<file path="src/rtl/layer_serializer.sv">
// Double-buffered parallel-to-serial bridge between NN layers: captures nn per-neuron words, replays one per cycle.
// Optional running argmax over each emitted frame, enabled by defining SERIALIZER_ARGMAX_EN.
module layer_serializer #(
    parameter int nn         = 10,
    parameter int data_width = 16,
    localparam int idx_w     = (nn > 1) ? $clog2(nn) : 1
) (
    input  logic                     clk,
    input  logic                     rst,
    input  logic [nn-1:0]            i_valid,
    input  logic [nn*data_width-1:0] x_in_flat,
    output logic                     x_valid,
    output logic [data_width-1:0]    x_out,
    output logic                     frame_last,
    output logic                     overflow
`ifdef SERIALIZER_ARGMAX_EN
    ,
    output logic [idx_w-1:0]         class_out,
    output logic                     class_valid
`endif
);

    typedef enum logic {IDLE, SHIFT} state_t;

    localparam logic [idx_w-1:0] last_idx = idx_w'(nn - 1);

    state_t                state_q, state_d;
    logic [nn-1:0]         got;
    logic [idx_w-1:0]      idx;
    logic [idx_w-1:0]      next_idx;
    logic [data_width-1:0] cap_data [nn];
    logic [data_width-1:0] sh_data  [nn];
    logic                  last_word;
    logic                  transfer;

    // idx always names the word currently on x_out, so "emitting nn-1" is a register compare.
    assign last_word = (state_q == SHIFT) && (idx == last_idx);
    assign transfer  = (&got) && ((state_q == IDLE) || last_word);
    assign next_idx  = idx + 1'b1;

    always_ff @(posedge clk) begin
        if (rst) state_q <= IDLE;
        else     state_q <= state_d;
    end

    // NOTE: every variable assigned in always_comb gets a default first, so no latch can be inferred.
    always_comb begin
        state_d = state_q;
        case (state_q)
            IDLE:    if (transfer) state_d = SHIFT;
            SHIFT:   if (last_word && !transfer) state_d = IDLE;
            default: state_d = IDLE;
        endcase
    end

    // NOTE: the word buffers carry no reset; clearing got and returning to IDLE already invalidates them.
    always_ff @(posedge clk) begin
        if (transfer) sh_data <= cap_data;
        for (int j = 0; j < nn; j++) begin
            if (i_valid[j] && (transfer || !got[j]))
                cap_data[j] <= x_in_flat[j*data_width +: data_width];
        end
    end

    always_ff @(posedge clk) begin
        if (rst) begin
            got        <= '0;
            idx        <= '0;
            x_valid    <= 1'b0;
            x_out      <= '0;
            frame_last <= 1'b0;
            overflow   <= 1'b0;
        end else begin
            got      <= transfer ? i_valid : (got | i_valid);
            overflow <= overflow | (|(i_valid & got & {nn{~transfer}}));
            if (transfer) begin
                idx        <= '0;
                x_valid    <= 1'b1;
                x_out      <= cap_data[0];
                frame_last <= 1'b0;
            end else if ((state_q == SHIFT) && !last_word) begin
                idx        <= next_idx;
                x_valid    <= 1'b1;
                x_out      <= sh_data[next_idx];
                frame_last <= (next_idx == last_idx);
            end else begin
                x_valid    <= 1'b0;
                frame_last <= 1'b0;
            end
        end
    end

`ifdef SERIALIZER_ARGMAX_EN
    logic signed [data_width-1:0] run_max;
    logic [idx_w-1:0]             run_idx;
    logic                         word_gt;

    // Strictly greater only, so ties keep the lower index.
    assign word_gt = $signed(x_out) > run_max;

    always_ff @(posedge clk) begin
        if (rst) begin
            run_max     <= '0;
            run_idx     <= '0;
            class_out   <= '0;
            class_valid <= 1'b0;
        end else begin
            class_valid <= x_valid && frame_last;
            if (x_valid && ((idx == '0) || word_gt)) begin
                run_max <= $signed(x_out);
                run_idx <= idx;
            end
            if (x_valid && frame_last)
                class_out <= word_gt ? idx : run_idx;
        end
    end
`endif

endmodule

</file>
<file path="config.mk">
export PLATFORM = sky130hd
export DESIGN_NAME = layer_serializer
export DESIGN_NICKNAME = d
export VERILOG_FILES = /design/src/rtl/layer_serializer.sv
export SDC_FILE = /design/constraint.sdc
export NUM_CORES = 1
export LEC_CHECK = 0
export BUFFER_PORTS_ARGS = -buffer_cell sky130_fd_sc_hd__buf_2
export CAP_MARGIN = 20
export CORE_MARGIN = 4
export CORE_UTILIZATION = 56
export CTS_CLUSTER_SIZE = 12
export DETAILED_ROUTE_END_ITERATION = 16
export GPL_TIMING_DRIVEN = 0
export PLACE_DENSITY = 0.79
export SLEW_MARGIN = 20
export SYNTH_ARGS = -nofsm -noshare
export SYNTH_HDL_FRONTEND = slang
export SYNTH_SLANG_ARGS = --single-unit
</file>
<file path="constraint.sdc">
create_clock -name clk -period 5.7 [get_ports clk]
set_input_delay 0.855 -clock clk [delete_from_list [all_inputs] [get_ports clk]]
set_output_delay 0.855 -clock clk [all_outputs]
set_load 0.02 [all_outputs]
</file>
==> run_results.csv <==
group,metric,value,unit
run_status,status,"completed",
worst_setup_path,required,5.85,ns
sta,fin_hold_ws,0.4101,ns
pwr,power_density,345.0,nW/um^2
floorplan,die_height,158.1,um
clock_tree,cts_buffers,37,
pwr,ir_drop,0.3233,mV
global_routing,grt_pass1_wl,41230,um
clock_tree,cts_sinks,354,
layout,drive_above_1_share,34.14,%
clock_tree,clock_latency,0.52,ns
global_routing,overflow,0,
routing,route.detailed.drc,0,
routing,vias_per_cell,5.786,
worst_setup_path,path_cells,"nand4_1 > nor3_2 > buf_2 > nand2_2 > clkbuf_2 > a21boi_4",
clock_tree,cts_buffer_depth,3,
sta,fin_crit_sh,53.11,%
sta,timing.fmax,0.3303,GHz
clock_tree,cts_hold_buffers,0,
clock_tree,cts_resized,0,
floorplan,core_area,22030,sq um
floorplan,row_count,54,
global_routing,grt_max_degree,107,
place,gp_congestion,0.9232,
worst_setup_path,slowest_stage,"a21boi_4",
floorplan,die_width,158.1,um
routing,ant_nets,0,
pwr,p_leak,5.388,nW
logic_synthesis,syn_inst,646,
sta,rsz0062_at_grt,"no",
place,dpl.hpwl,19560,um
global_routing,track_usage,22.88,%
logic_synthesis,avgSynthCellArea,19.53,sq um
layout,area_growth,20.73,%
routing,first_pass_iters,6,
clock_tree,cts_setup_buffers,0,
global_routing,grt_pass1_vias,7017,
sta,clock_skew,0.01215,ns
layout,fin_cells,1188,
logic_synthesis,synth.distinct_cells,42,
worst_hold_path,min-delay-path-class,"flop to flop",
worst_setup_path,critPathBufInv,2,
logic_synthesis,ys_seq_area_share,81.55,%
floorplan,initial_utilization,57.28,%
clock_tree,cts_tree,"done",
logic_synthesis,synth-seq-cells,354,
run,maxCapViolCount,0,
sta,period_minus_slack,3.027,ns
clock_tree,clock-root-buffer,"clkbuf_16",
clock_tree,clk_pin_slew_worst_paths,0.06,ns
worst_setup_path,cp-start-kind,"flop",
worst_setup_path,critPathMaxStageDelay,0.75,ns
layout,final_nets,1056,
sta,worst_pin_slew,0.7980,ns
global_routing,antenna_found_initial,2,
layout,final_common_cell,"edfxtp_1",
floorplan,io_pins,191,
sta,slew_viol_final,0,
place,portBuffers,189,
layout,final_cell_mix,"edfxtp_1 (320), buf_2 (200), a21oi_1 (48)",
logic_synthesis,synth_nets,821,
logic_synthesis,syn_area,12620,sq um
logic_synthesis,yosysWarnings,0,
worst_setup_path,crit_type,"flop to flop",
worst_setup_path,cp.arrival,3.18,ns
worst_setup_path,end_kind,"flop",
routing,wl,28330,um
layout,nFillCells,1417,
worst_setup_path,crit_path_max_fanout,16,
sta,relSlewSlack,46.66,%
worst_setup_path,ff2ff_setup_slack,2.67,ns
place,placed_cells,1122,
worst_setup_path,crit_family,"buffers and inverters",
routing,vias,6874,
routing,drt_iter0_drc,782,
sta,hold_viol,0,
floorplan,dieArea,25000,sq um
sta,setup_viol_count_final,0,
clock_tree,h-tree-depth,2,
routing,routedWlPerCell,23.85,um
-- layer usage --
metal | wire, um | track usage, %
met1 | 10640 | 29.35
met2 | 14020 | 37.56
met3 | 2454 | 5.331
met4 | 1211 | 10.52
met5 | 0 | 0
-- power breakdown --
group          internal [mW]  switching (mW)  leakage (nW)  total, mW
registers               2.91          0.0275          3.24       2.94
clock network           1.27           0.911         0.533       2.18
logic                 0.0614          0.0764          1.62      0.138
-- worst reg2reg max path: stages, from the launching register on --
cell      delay (ns)
dfxtp_1         0.44
nand4_1         0.16
nor3_2          0.30
buf_2           0.33
nand2_2         0.24
clkbuf_2        0.42
a21boi_4        0.75
-- cells in the mapped netlist (all sizes together) --
library cell	instances	share of area [%]
a21boi	10	0.59
a21o	1	0.060
a21oi	48	1.9
a221oi	2	0.19
a22o	16	1.1
a22oi	18	1.1
a2bb2oi	1	0.069
and2	1	0.050
and3	1	0.050
buf	18	0.91
clkbuf	12	0.36
dfxtp	34	5.4
edfxtp	320	76
ha	3	0.30
inv	5	0.15
mux2	1	0.089
mux2i	18	1.4
mux4	31	5.5
nand2	21	0.64
nand2b	1	0.050
nand3	17	0.67
nand3b	3	0.18
nand4	3	0.15
nor2	12	0.36
nor2b	17	0.84
nor3	21	0.96
nor4	2	0.099
o211ai	1	0.060
o21ai	2	0.11
o31a	1	0.069
or2	1	0.050
xnor2	1	0.069
xor2	3	0.27
-- per-stage QoR --
step           instance area (sq um)  util (%)  power (mW)  setup TNS, ns  setup slack (ns)
2_1_floorplan                  12620         -       3.018              0            0.9629
3_3_place_gp                   13910     63.17       3.111         -76.34           -0.4744
3_5_place_dp                   14130     64.16       3.132              0             2.510
4_1_cts                        15220     69.12       5.300              0             2.516
5_1_grt                        15230     69.14       5.434              0             2.600
6_report                       15230     69.15       5.255              0             2.673
-- layout make-up --
type / instances / area [sq um] / area share, %
Inverter: 5 / 26.28 / 0.1725
Clock buffer: 53 / 996.0 / 6.539
Tap cell: 280 / 350.3 / 2.300
Clock inverter: 10 / 95.09 / 0.6243
Antenna cell: 3 / 7.507 / 0.04929
Timing Repair Buffer: 196 / 1060 / 6.957
Multi-Input combinational cell: 257 / 2246 / 14.74
Sequential cell: 354 / 10290 / 67.55
Buffer: 30 / 161.4 / 1.060
-- path summary, 6_finish.rpt --
kind	depth (start not counted)	start	to
hold / removal	0	cap_data[97]$_DFFE_PP_	sh_data[97]$_DFFE_PP_
setup reg to reg	6	got[6]$_SDFF_PP0_	cap_data[90]$_DFFE_PP_
setup / recovery	6	got[6]$_SDFF_PP0_	cap_data[90]$_DFFE_PP_
hold reg to reg	0	cap_data[97]$_DFFE_PP_	sh_data[97]$_DFFE_PP_
-- kinds of logic (layout without fill, tap and decap cells) --
family	Yosys count	in the layout	share of synthesized area, %
buf+inv	35	294	1.418
mux	50	50	7.051
compound gates	100	100	5.236
simple gates	100	100	4.106
flops	354	354	81.55
fa+ha+maj	3	3	0.2975
other cells	0	3	0
xor+xnor	4	4	0.3372
-- flip-flops by register name, indices dropped and copies added, names as in the netlist --
register	cells
sh_data	160
cap_data	160
x_out	16
overflow	1
state_q	1
x_valid	1
frame_last	1
got	10
idx	4
Note: power is estimated with default switching activity, not from simulation.
